File: src/rtl/c2_pkg.sv
// rtl/c2_pkg.sv - shared C2 types and constants for the UART TX scheduler
package c2_pkg;

   typedef enum logic [1:0] {
      S_IDLE,
      S_START,
      S_WAIT_DONE,
      S_HOLD
   } tx_sched_state_e;

   localparam int TX_REQ_ARBITER = 0;
   localparam int TX_REQ_LOADER  = 1;
   localparam int TX_REQ_DUMPER  = 2;

endpackage

File: src/rtl/uart_tx_scheduler_if.sv
// rtl/uart_tx_scheduler_if.sv - requester and transceiver handshake bundle
interface uart_tx_scheduler_if #(
   parameter int NUM_REQ = 3
);
   logic [NUM_REQ-1:0]   req_valid_i;
   logic [NUM_REQ*8-1:0] req_data_i;
   logic [NUM_REQ-1:0]   req_last_i;
   logic [NUM_REQ-1:0]   req_ack_o;
   logic [NUM_REQ-1:0]   req_done_o;
   logic [NUM_REQ-1:0]   grant_o;
   logic [7:0]           tx_data_o;
   logic                 tx_start_o;
   logic                 tx_done_i;
   logic                 timeout_o;

   modport slave (
      input  req_valid_i, req_data_i, req_last_i, tx_done_i,
      output req_ack_o, req_done_o, grant_o, tx_data_o, tx_start_o, timeout_o
   );

   modport master (
      output req_valid_i, req_data_i, req_last_i, tx_done_i,
      input  req_ack_o, req_done_o, grant_o, tx_data_o, tx_start_o, timeout_o
   );
endinterface

File: src/rtl/rr_priority_picker.sv
// rtl/rr_priority_picker.sv - combinational round-robin find-first over a request vector
module rr_priority_picker #(
   parameter int NUM_REQ = 3
) (
   input  logic [NUM_REQ-1:0]         req,
   input  logic [$clog2(NUM_REQ)-1:0] last_idx,
   output logic [NUM_REQ-1:0]         grant,
   output logic [$clog2(NUM_REQ)-1:0] grant_idx,
   output logic                       found
);
   localparam int IDX_W = $clog2(NUM_REQ);

   int               cand;
   logic [IDX_W-1:0] cand_idx;

   // Search starts one past the previous owner so it ends up lowest priority.
   always_comb begin
      grant     = '0;
      grant_idx = '0;
      found     = 1'b0;
      cand      = 0;
      cand_idx  = '0;
      for (int i = 1; i <= NUM_REQ; i++) begin
         cand     = (int'(last_idx) + i) % NUM_REQ;
         cand_idx = IDX_W'(cand);
         if (!found && req[cand_idx]) begin
            found           = 1'b1;
            grant[cand_idx] = 1'b1;
            grant_idx       = cand_idx;
         end
      end
   end

endmodule

File: src/rtl/uart_tx_scheduler.sv
// rtl/uart_tx_scheduler.sv - frame-locking round-robin owner of the shared UART transmitter
// Optional hold-state watchdog is built when UART_TX_SCHED_TIMEOUT_EN is defined.
module uart_tx_scheduler
   import c2_pkg::*;
#(
   parameter int NUM_REQ        = 3,
   parameter int TIMEOUT_CYCLES = 1_000_000
) (
   input  logic               clk_i,
   input  logic               rst_i,
   uart_tx_scheduler_if.slave bus
);
   localparam int IDX_W = $clog2(NUM_REQ);

   tx_sched_state_e    state, next_state;
   logic [IDX_W-1:0]   owner_idx, last_owner, pick_idx, sel_idx;
   logic [NUM_REQ-1:0] grant_q, pick_grant, done_q;
   logic [7:0]         tx_data_q;
   logic [7:0]         req_bytes [NUM_REQ];
   logic               pick_found, last_q, owner_valid;
   logic               capture, release_frame, done_set;

`ifdef UART_TX_SCHED_TIMEOUT_EN
   logic [31:0] wd_cnt;
   logic        wd_expire;
   logic        timeout_q;
`endif

   for (genvar k = 0; k < NUM_REQ; k++) begin : g_bytes
      assign req_bytes[k] = bus.req_data_i[8*k +: 8];
   end

   rr_priority_picker #(.NUM_REQ(NUM_REQ)) u_picker (
      .req       (bus.req_valid_i),
      .last_idx  (last_owner),
      .grant     (pick_grant),
      .grant_idx (pick_idx),
      .found     (pick_found)
   );

   assign owner_valid = bus.req_valid_i[owner_idx];
   assign sel_idx     = (state == S_IDLE) ? pick_idx : owner_idx;

   always_ff @(posedge clk_i or posedge rst_i) begin
      if (rst_i) state <= S_IDLE;
      else       state <= next_state;
   end

   always_comb begin
      next_state    = state;
      capture       = 1'b0;
      release_frame = 1'b0;
      done_set      = 1'b0;
`ifdef UART_TX_SCHED_TIMEOUT_EN
      wd_expire     = 1'b0;
`endif
      case (state)
         S_IDLE: begin
            if (pick_found) begin
               capture    = 1'b1;
               next_state = S_START;
            end
         end
         S_START: next_state = S_WAIT_DONE;
         S_WAIT_DONE: begin
            if (bus.tx_done_i) begin
               done_set = 1'b1;
               if (last_q) begin
                  release_frame = 1'b1;
                  next_state    = S_IDLE;
               end else begin
                  next_state = S_HOLD;
               end
            end
         end
         S_HOLD: begin
            // Only the owner may continue; everyone else waits for the frame to end.
            if (owner_valid) begin
               capture    = 1'b1;
               next_state = S_START;
            end
`ifdef UART_TX_SCHED_TIMEOUT_EN
            else if (wd_cnt == 32'(TIMEOUT_CYCLES - 1)) begin
               wd_expire     = 1'b1;
               release_frame = 1'b1;
               next_state    = S_IDLE;
            end
`endif
         end
         default: next_state = S_IDLE;
      endcase
   end

   always_ff @(posedge clk_i or posedge rst_i) begin
      if (rst_i) begin
         owner_idx  <= '0;
         last_owner <= IDX_W'(NUM_REQ - 1);
         grant_q    <= '0;
         tx_data_q  <= '0;
         last_q     <= 1'b0;
         done_q     <= '0;
      end else begin
         done_q <= done_set ? grant_q : '0;
         if (capture) begin
            tx_data_q <= req_bytes[sel_idx];
            last_q    <= bus.req_last_i[sel_idx];
            if (state == S_IDLE) begin
               owner_idx <= pick_idx;
               grant_q   <= pick_grant;
            end
         end
         if (release_frame) begin
            last_owner <= owner_idx;
            grant_q    <= '0;
         end
      end
   end

`ifdef UART_TX_SCHED_TIMEOUT_EN
   always_ff @(posedge clk_i or posedge rst_i) begin
      if (rst_i) begin
         wd_cnt    <= '0;
         timeout_q <= 1'b0;
      end else begin
         timeout_q <= wd_expire;
         if (state == S_HOLD && next_state == S_HOLD) wd_cnt <= wd_cnt + 32'd1;
         else                                         wd_cnt <= '0;
      end
   end

   assign bus.timeout_o = timeout_q;
`else
   assign bus.timeout_o = 1'b0;
`endif

   assign bus.tx_start_o = (state == S_START);
   assign bus.req_ack_o  = (state == S_START) ? grant_q : '0;
   assign bus.grant_o    = grant_q;
   assign bus.tx_data_o  = tx_data_q;
   assign bus.req_done_o = done_q;

endmodule

File: src/flat_wrapper.sv
// flat-port wrapper written by rule: the top's interface ports become plain ports
module uart_tx_scheduler_flat import c2_pkg::*;
#(
   parameter int NUM_REQ        = 3,
   parameter int TIMEOUT_CYCLES = 1_000_000
)
  (clk_i, rst_i, bus_req_valid_i, bus_req_data_i, bus_req_last_i, bus_tx_done_i, bus_req_ack_o, bus_req_done_o, bus_grant_o, bus_tx_data_o, bus_tx_start_o, bus_timeout_o);
  uart_tx_scheduler_if #(.NUM_REQ(NUM_REQ)) bus_i ();
  input  logic clk_i;
  input  logic rst_i;
  input wire logic [$bits(bus_i.req_valid_i)-1:0] bus_req_valid_i;
  input wire logic [$bits(bus_i.req_data_i)-1:0] bus_req_data_i;
  input wire logic [$bits(bus_i.req_last_i)-1:0] bus_req_last_i;
  input wire logic [$bits(bus_i.tx_done_i)-1:0] bus_tx_done_i;
  output wire logic [$bits(bus_i.req_ack_o)-1:0] bus_req_ack_o;
  output wire logic [$bits(bus_i.req_done_o)-1:0] bus_req_done_o;
  output wire logic [$bits(bus_i.grant_o)-1:0] bus_grant_o;
  output wire logic [$bits(bus_i.tx_data_o)-1:0] bus_tx_data_o;
  output wire logic [$bits(bus_i.tx_start_o)-1:0] bus_tx_start_o;
  output wire logic [$bits(bus_i.timeout_o)-1:0] bus_timeout_o;
  assign bus_i.req_valid_i = bus_req_valid_i;
  assign bus_i.req_data_i = bus_req_data_i;
  assign bus_i.req_last_i = bus_req_last_i;
  assign bus_i.tx_done_i = bus_tx_done_i;
  assign bus_req_ack_o = bus_i.req_ack_o;
  assign bus_req_done_o = bus_i.req_done_o;
  assign bus_grant_o = bus_i.grant_o;
  assign bus_tx_data_o = bus_i.tx_data_o;
  assign bus_tx_start_o = bus_i.tx_start_o;
  assign bus_timeout_o = bus_i.timeout_o;
  uart_tx_scheduler #(.NUM_REQ(NUM_REQ), .TIMEOUT_CYCLES(TIMEOUT_CYCLES)) u_core (.clk_i(clk_i), .rst_i(rst_i), .bus(bus_i));
endmodule
File: config.mk
export PLATFORM = sky130hd
export DESIGN_NAME = uart_tx_scheduler_flat
export DESIGN_NICKNAME = d
export VERILOG_FILES = /design/src/rtl/c2_pkg.sv /design/src/rtl/uart_tx_scheduler_if.sv /design/src/rtl/rr_priority_picker.sv /design/src/rtl/uart_tx_scheduler.sv /design/src/flat_wrapper.sv
export SDC_FILE = /design/constraint.sdc
export NUM_CORES = 1
export LEC_CHECK = 0
export ABC_AREA = 1
export ABC_CLOCK_PERIOD_IN_PS = 3660
export CAP_MARGIN = 30
export CORE_ASPECT_RATIO = 1.25
export CORE_MARGIN = 3
export CORE_UTILIZATION = 53
export CTS_BUF_LIST = sky130_fd_sc_hd__clkbuf_4
export CTS_CLUSTER_SIZE = 24
export DETAILED_ROUTE_END_ITERATION = 10
export PLACE_DENSITY = 0.89
export SLEW_MARGIN = 40
export SYNTH_ARGS = -nofsm -noshare
export SYNTH_HDL_FRONTEND = slang
export SYNTH_SLANG_ARGS = --single-unit
File: constraint.sdc
create_clock -name clk_i -period 3.66 [get_ports clk_i]
set_input_delay 1.098 -clock clk_i [delete_from_list [all_inputs] [get_ports clk_i]]
set_output_delay 1.098 -clock clk_i [all_outputs]
set_load 0.01 [all_outputs]
# Yosys cells after proc, flatten, opt, wreduce, memory -nomap -nowiden
# Cells that the tools add are included.
# op_classes
n_div	3
reduce_logical	12
mux	47
eq_ne	6
n_bitwise	3
add_sub_neg	3
n_lt_le_gt_ge	9
# ops
operator	count
remainder unit 32 x 3 -> 32 bit (second input constant)	3
2-to-1 mux 3 bit	8
2-to-1 mux 1 bit	18
binary-select mux 8 bit (select 2 bit)	1
2-to-1 mux 2 bit	8
2-to-1 mux 8 bit	2
< comparator 2 x 3 -> 1 bit (second input constant)	5
binary-select mux 1 bit (select 2 bit)	5
one-hot mux 2 bit (4 select lines)	1
adder 2 x 2 -> 3 bit (second input constant)	2
demux 1 bit (select 2 bit)	3
greater-or-equal comparator 2 x 1 -> 1 bit (second input constant)	3
bitwise OR 3 bit	2
logical AND 1 bit	5
equality test 2 bit (second input constant)	2
inequality test 2 x 1 -> 1 bit (second input constant)	2
nonzero test 2 bit	2
adder 2 x 1 -> 3 bit (second input constant)	1
greater-or-equal comparator 3 bit (second input constant)	1
NOT 2 -> 3 bit	1
AND reduction 3 bit	1
equality test 2 x 1 -> 1 bit (second input constant)	1
zero test 1 bit	2
zero test 2 bit	1
other kinds (3)	3
# word_totals
input_bits	33
output_inout_bits	19
reg_bits	21
word_cells	90

# Longest topological paths before layout
# Gate-level depths: netlist of run 1.
# depth
ltp_word	16
mapped_depth	17
depth_no_buf	17

# Cells and area by module
# From an unflattened synthesis of run 1, not the netlist that was laid out.
# hier_totals
hier_cells	236
area_unflattened_um2	1572.8
# modules_own_cells
mod	area_each_um2	seq_area_each_um2	cells_each	instances
uart_tx_scheduler	1243.7	526.8	172	1
rr_priority_picker	329.1	0.0	64	1

# Worst setup path before layout of run 1
# No wires, ideal clock.
# synth_timing
path_type	input to register
startpoint	input bus_req_valid_i[2]
endpoint	register u_core.tx_data_q[0] (netlist: u_core.bus.tx_data_o[0])
path_stages	14
required_ps	3544
t_arrival_ps	2272
n_path_buf	1
slack_ps	1272
path_cell_list	inv_1 > o21ai_1 > nand2_4 > inv_4 > nand2_1 > nand3_2 > nand3_4 > nand2_4 > buf_12 > nand2_4 > nand3_2 > nand2_1 > nand2_1 > nand2_1
# synth_between
elab_chain_cells	14
word_cells_on_any_way	26
classes_between	mux: 21; bitwise: 1; reduce/logical: 4
# synth_lines
element	line_no	source
start: declaration	flat_wrapper.sv:11	input wire logic [$bits(bus_i.req_valid_i)-1:0] bus_req_valid_i;
binary-select mux 1 bit (select 2 bit)	rr_priority_picker.sv:26	if (!found && req[cand_idx]) begin
2-to-1 mux 1 bit (implied by the code)	rr_priority_picker.sv:26	
2-to-1 mux 1 bit	rr_priority_picker.sv:26	
zero test 1 bit	rr_priority_picker.sv:26	
logical AND 1 bit	rr_priority_picker.sv:26	
2-to-1 mux 1 bit	rr_priority_picker.sv:26	
zero test 1 bit	rr_priority_picker.sv:26	
logical AND 1 bit	rr_priority_picker.sv:26	
2-to-1 mux 2 bit	rr_priority_picker.sv:26	
2-to-1 mux 2 bit	uart_tx_scheduler.sv:42	assign sel_idx = (state == S_IDLE) ? pick_idx : owner_idx;
NOT 2 -> 3 bit (implied by the code)	uart_tx_scheduler.sv:105	tx_data_q <= req_bytes[sel_idx];
binary-select mux 8 bit (select 2 bit)	uart_tx_scheduler.sv:105	
2-to-1 mux 8 bit (implied by the code) (2 in a row)	uart_tx_scheduler.sv:105	
end signal: assignment	uart_tx_scheduler.sv:105	
end: declaration	uart_tx_scheduler.sv:18	logic [7:0] tx_data_q;
# Parallel ways exist; a longest one is shown, timed or not. The select of a mux whose other input is x is not followed.
# A chain may end at the register's enable or synchronous reset.

# Worst setup path after layout of run 1
# layout_timing
startpoint	input bus_req_valid_i[2]
endpoint	register u_core.tx_data_q[2] (netlist: u_core.bus.tx_data_o[2])
# Same word-level chain as after synthesis.

==> metrics, run 1 <==
main combinational cell family by area after synthesis simple AND/OR/NAND/NOR gates; critical path capture point type flip-flop; worst skew pair latency 0.29 ns; drc violations 0; pin count of the biggest net entering global routing 22; IO Port Bufs 50; RSZ-0062 raised after global routing false; gpl congestion 0.862; Core Area 3030 um2; Worst Tran Pin Value 0.734 ns; synthesis-to-finish area growth 31.0%; Pre-antenna DRT Iters 4; Place WS 0.412 ns; CTS H-tree depth 1; Tcrit/Tclk final 0.802; Tot GR Track Use 0.207; final hold violations 0; global-route wire length before repair 6780 um; Max Freq 0.340 GHz; Reg clk slew, reported paths 0.11 ns; # hold bufs at CTS 0; most frequent cells in the layout nand2_1 (68), clkdlybuf4s50_1 (50), inv_1 (45); Post-Layout Cell Count 320; Netlist cell types 27; Total Wirelength 3830 um; Synth Area in Adders 0.0580; setup repair bufs after CTS 0; synthesized instance count 233; vias in the first global route 1651; Die Ht 69.8 um; Layout Skew 0.00241 ns; diodes inserted 0; syn avg cell area 7.41 um2; setup ws final 0.723 ns; DIE AREA 3980 um2; total grt overflow 0; mux cell area share after synthesis 0; Crit path arrival time 3.18 ns; Antenna Nets Post-Route 0; #FFs+latches synth 21; row count 22; FILL cells 240; VDD IR max 0.553 mV; TritonCTS Buffers 3; 1st-iter DRT viols 34; clk buf depth 2; CP Data Required Time 3.90 ns; Yosys warnings 0; Sink Count 21; CTS tree built; syn_nets 274; compound-cell area share of the yosys netlist 0.0746; post-synthesis sequential area ratio 0.305; Inst Count DP 316; simple-gate share of the synthesized area 0.422; most common cell after layout, fill and taps aside nand2_1; Ports 52; clk root buf clkbuf_4; layout cells sized above 1 0.148; WL per Instance 12.0 um; status finished, final reports clean; Slew headroom 0.508; mapped cell area 1730 um2; DR vias 1623; mean number of vias per cell 5.07; initial antenna violation count 0; Sum Neg Setup Slack 0 ns; crit start category primary input; Starting Density 0.570; layout net count 326; Min Clock Period, post-route 2.94 ns; Hold Path Class flip-flop to flip-flop; Final Max Slew Viols 0; hpwl dp 3220 um; leakage 0.00123 uW; Pwr per Cell Area 886 nW/um2; total of max-cap violations 0; crit-path max FO 8; DIE WIDTH 57.1 um; Resized Gates After CTS 0; Setup-failing EPs final 0; post-synthesis xor/xnor area fraction 0; critical path class primary input to flip-flop
## logic make-up after synthesis
| kind of cell | Yosys count |
|---|---|
| other cells | 1 |
| compound gates | 23 |
| flops | 21 |
| simple gates | 127 |
| fa+ha+maj | 8 |
| buf+inv | 53 |
## power breakdown
part           switching [uW]  leakage [uW]  internal, uW
clock network            65.8     0.0000184          49.7
registers                66.3      0.000268           327
logic                     926      0.000938           571
## final cells by class
cell class | instances | area [um2] | area share
clock buffers | 4 | 30.0 | 0.0133
inverters | 48 | 183 | 0.0808
multi-input cells | 159 | 962 | 0.425
flip-flops and latches | 21 | 527 | 0.233
well taps | 36 | 45.0 | 0.0199
repair buffers | 52 | 515 | 0.228
## cell usage after synthesis
master | count | area [um2]
a21oi_1 | 3 | 15.0
buf_12 | 1 | 20.0
buf_2 | 1 | 5.00
buf_4 | 1 | 7.51
buf_6 | 2 | 22.5
conb_1 | 1 | 3.75
dfrtp_1 | 20 | 500
dfstp_2 | 1 | 26.3
ha_1 | 8 | 100
inv_1 | 46 | 173
inv_2 | 1 | 3.75
inv_4 | 1 | 6.26
nand2_1 | 68 | 255
nand2_2 | 4 | 25.0
nand2_4 | 13 | 146
nand3_1 | 21 | 105
nand3_2 | 13 | 130
nand3_4 | 1 | 17.5
nor2_1 | 5 | 18.8
nor2_4 | 1 | 11.3
nor2_8 | 1 | 20.0
o211ai_1 | 2 | 15.0
o21ai_0 | 12 | 60.1
o21ai_1 | 2 | 10.0
o221ai_1 | 1 | 8.76
o22ai_1 | 2 | 12.5
o31ai_1 | 1 | 7.51
## through the flow
step,cell area [um2],hold WS [ns],utilization,total power [uW]
final,2260,0.498,0.747,2010
after global routing,2260,0.512,0.747,2200
after CTS,2260,0.500,0.747,2010
after detailed placement,2230,0.465,0.737,1890
after global placement,2230,0.465,0.737,1860
after floorplan,1730,0.471,-,1570
## path summary, 6_finish.rpt
check | start | endpoint | slack, ns | cells past startpoint
max reg2reg | u_core.last_owner[0]$_DFFE_PP0P_ | u_core.bus.tx_data_o[2]$_DFFE_PP0P_ | 1.10 | 16
max in group asynchronous | rst_i | u_core.last_owner[1]$_DFFE_PP1P_ | 2.16 | 2
max | bus_req_valid_i[2] | u_core.bus.tx_data_o[2]$_DFFE_PP0P_ | 0.72 | 14
min | u_core.bus.tx_data_o[1]$_DFFE_PP0P_ | u_core.bus.tx_data_o[1]$_DFFE_PP0P_ | 0.50 | 2
min in group asynchronous | rst_i | u_core.bus.tx_data_o[5]$_DFFE_PP0P_ | 1.14 | 2
min reg2reg | u_core.bus.tx_data_o[1]$_DFFE_PP0P_ | u_core.bus.tx_data_o[1]$_DFFE_PP0P_ | 0.50 | 2
## routing by layer
metal | track usage | share of wire | up-vias | wire [um]
met1 | 0.244 | 0.41 | 741 | 1570
met3 | 0.0335 | 0.050 | 6 | 190
met2 | 0.376 | 0.52 | 55 | 2010
li1 | - | - | 821 | -
met5 | 0 | 0 | - | 0
met4 | 0.0567 | 0.016 | 0 | 62
## state kept, by name (all words and copies together), names as in the netlist
register	count
u_core.bus.tx_data_o	8
u_core.owner_idx	2
u_core.last_q	1
u_core.state	2
u_core.bus.grant_o	3
u_core.last_owner	2
u_core.bus.req_done_o	3
## worst max-delay path, stage by stage
cell and delay [ns]:
clkdlybuf4s50_1 0.50, inv_1 0.08, o21ai_1 0.20, nand2_4 0.11
nand2_2 0.11, nand2_1 0.05, o21ai_1 0.10, nand3_1 0.09
nand2_1 0.33, buf_4 0.23, nand3_2 0.08, nand2_1 0.08
nand2_1 0.06, nand2_1 0.07
(Power assumes the default switching activity.)
==> run 2, diff against run 1 <==
--- a/config.mk
+++ b/config.mk
@@ -6,15 +6,15 @@
 export NUM_CORES = 1
 export LEC_CHECK = 0
 export ABC_AREA = 1
-export ABC_CLOCK_PERIOD_IN_PS = 3660
+export ABC_CLOCK_PERIOD_IN_PS = 2700
 export CAP_MARGIN = 30
 export CORE_ASPECT_RATIO = 1.25
 export CORE_MARGIN = 3
-export CORE_UTILIZATION = 53
+export CORE_UTILIZATION = 44
 export CTS_BUF_LIST = sky130_fd_sc_hd__clkbuf_4
 export CTS_CLUSTER_SIZE = 24
 export DETAILED_ROUTE_END_ITERATION = 10
-export PLACE_DENSITY = 0.89
+export PLACE_DENSITY = 0.79
 export SLEW_MARGIN = 40
 export SYNTH_ARGS = -nofsm -noshare
 export SYNTH_HDL_FRONTEND = slang
==> constraint.sdc (replaced) <==
create_clock -name clk_i -period 2.7 [get_ports clk_i]
set_input_delay 0.81 -clock clk_i [delete_from_list [all_inputs] [get_ports clk_i]]
set_output_delay 0.81 -clock clk_i [all_outputs]
set_load 0.01 [all_outputs]
==> run 2 against run 1 <==
Effect of this change:
- final cell count increased by 8.4%
- non-clock buffer count up 11
- largest cell class unchanged
- utilization shrank 9.4 points
- sequential share of layout area is 1.1 points lower
- count of clock-buffer cells in the layout down 1
- design area is 5.0% higher
==> metrics, run 2 (synthesis gave the netlist of run 1 again) <==
initial antenna violation count 0 (unchanged); setup repair bufs after CTS 0 (unchanged); Sink Count 21 (unchanged); Setup-failing EPs final 0 (unchanged); DIE AREA 4720 um2 (+18%); Inst Count DP 343 (+8.5%); HP Start u_core.bus.tx_data_o[3]$_DFFE_PP0P_; Pwr per Cell Area 1240 nW/um2 (+40%); CTS tree built; Pre-antenna DRT Iters 4 (unchanged); crit start category flip-flop; final instance area 2370 um2 (+5.0%); global-route wire length before repair 6990 um (+3.1%); M2 GR Usage 0.327 (-0.0493); DIE WIDTH 62.0 um (+8.7%); flop2flop setup slack 0.35 ns (-0.75 ns); CP max-delay cell clkdlybuf4s50_1; hpwl dp 3360 um (+4.5%); reg2reg end u_core.bus.tx_data_o[0]$_DFFE_PP0P_; row count 24 (+9.1%); total of max-cap violations 0 (unchanged); diodes inserted 0 (unchanged); clk root buf clkbuf_4; Min Clock Period, post-route 2.57 ns; most frequent cells in the layout nand2_1 (68), clkdlybuf4s50_1 (50), inv_1 (46); worst skew pair latency 0.33 ns (+0.04 ns); leakage 0.00129 uW (+4.9%); FILL cells 333 (+39%); Die Ht 76.0 um (+8.9%); Post-Layout Cell Count 347 (+8.4%); global-route met1 utilization 0.219 (-0.0253); Top cell by count, worst path inv_1; Ports 52 (unchanged); layout cells sized above 1 0.180 (+0.0318); # hold bufs at CTS 0 (unchanged); IO Port Bufs 50 (unchanged); R2R depth 16 (unchanged); vias in the first global route 1639 (-0.73%); gpl congestion 0.878 (+1.8%); Max Freq 0.390 GHz; TritonCTS Buffers 3 (unchanged); Reg clk slew, reported paths 0.13 ns (+0.02 ns); WL per Instance 11.7 um (-2.2%); Final Max Slew Viols 0 (unchanged); Resized Gates After CTS 0 (unchanged); most common cell after layout, fill and taps aside nand2_1; RSZ-0062 raised after global routing false; GR Layer Usage met3 0.0458 (+0.0122); layout net count 337 (+3.4%); Core Area 3630 um2 (+20%); Layout Skew 0.00679 ns (+0.00438 ns); CTS H-tree depth 1 (unchanged); crit-path max FO 5 (-3); VDD IR max 0.639 mV (+16%); mean number of vias per cell 4.67 (-8.0%); CP Data Required Time 1.89 ns (-2.01 ns); status finished, final reports clean; critical path capture point type primary output; clk buf depth 2 (unchanged); worst hold endpoint u_core.bus.tx_data_o[3]$_DFFE_PP0P_; Tcrit/Tclk final 0.951; CP Cell Sequence inv_1, ha_1, nand2_1, inv_1, clkdlybuf4s50_1; Antenna Nets Post-Route 0 (unchanged); grt peak-use layer met2; drc violations 0 (unchanged); pin count of the biggest net entering global routing 22 (unchanged); Tot GR Track Use 0.193 (-0.0134); DR vias 1619 (-0.25%); final hold violations 0 (unchanged); Hold Path Class flip-flop to flip-flop; max reg flops 8 (unchanged); Starting Density 0.475 (-0.0950); crit path from u_core.state[1]$_DFFE_PP0P_; 1st-iter DRT viols 33 (-2.9%); synthesis-to-finish area growth 37.5%; total grt overflow 0 (unchanged); Crit path arrival time 1.76 ns (-1.42 ns); RR Startpoint u_core.last_owner[0]$_DFFE_PP0P_; Total Wirelength 4060 um (+6.0%); critical path class flip-flop to primary output; dpl cell area 2350 um2 (+5.2%); Hold Crit Depth 2 (unchanged); Crit path largest cell delay 0.52 ns (+0.02 ns)
==> run 2: critical path, delay by kind of cell, from the launching register on <==
family | cells | cell delay, ns
simple gates | 1 | 0.08
buf+inv | 3 | 0.67
fa+ha+maj | 1 | 0.26
flops | 1 | 0.42
==> run 2: area by class of cell <==
| class | instances | area (um2) | share of cell area |
|---|---|---|---|
| tap | 52 | 65.1 | 0.0274 |
| inverter | 48 | 183 | 0.0769 |
| multi-input combinational | 159 | 962 | 0.405 |
| clock inverter | 1 | 5.00 | 0.00211 |
| sequential | 21 | 527 | 0.222 |
| timing repair buffer | 63 | 611 | 0.257 |
| clock buffer | 3 | 22.5 | 0.00948 |
==> run 2: power breakdown <==
part           switching, uW  internal, uW
Sequential              95.1           444
Combinational           1300           950
Clock                    108          55.7
==> run 2: how the worst max path moves through the flow <==
stage	endpoint	slack, ns	cells after the start
2_1_floorplan	u_core.bus.tx_data_o[0]$_DFFE_PP0P_	0.60	14
3_3_place_gp	u_core.bus.tx_data_o[0]$_DFFE_PP0P_	0.008	15
3_5_place_dp	u_core.bus.tx_data_o[0]$_DFFE_PP0P_	-0.07	15
4_1_cts	bus_req_ack_o[1]	0.12	5
5_1_grt	bus_req_ack_o[1]	0.002	5
6_report	bus_req_ack_o[1]	0.13	5
==> run 2: per-layer routing <==
layer | wire length (um) | share of wire
met1 | 1570 | 0.39
met2 | 2110 | 0.52
met3 | 249 | 0.061
met4 | 139 | 0.034
met5 | 0 | 0
==> run 2: stage by stage <==
step | hold slack [ns] | util | setup slack, ns | setup TNS (ns) | total power (uW)
after detailed placement | 0.473 | 0.646 | -0.0665 | -0.234 | 2790
after global routing | 0.543 | 0.654 | 0.00171 | 0 | 3240
after global placement | 0.471 | 0.646 | 0.00805 | 0 | 2760
final | 0.503 | 0.654 | 0.133 | 0 | 2950
after CTS | 0.503 | 0.654 | 0.122 | 0 | 2970
after floorplan | 0.471 | - | 0.600 | 0 | 2130
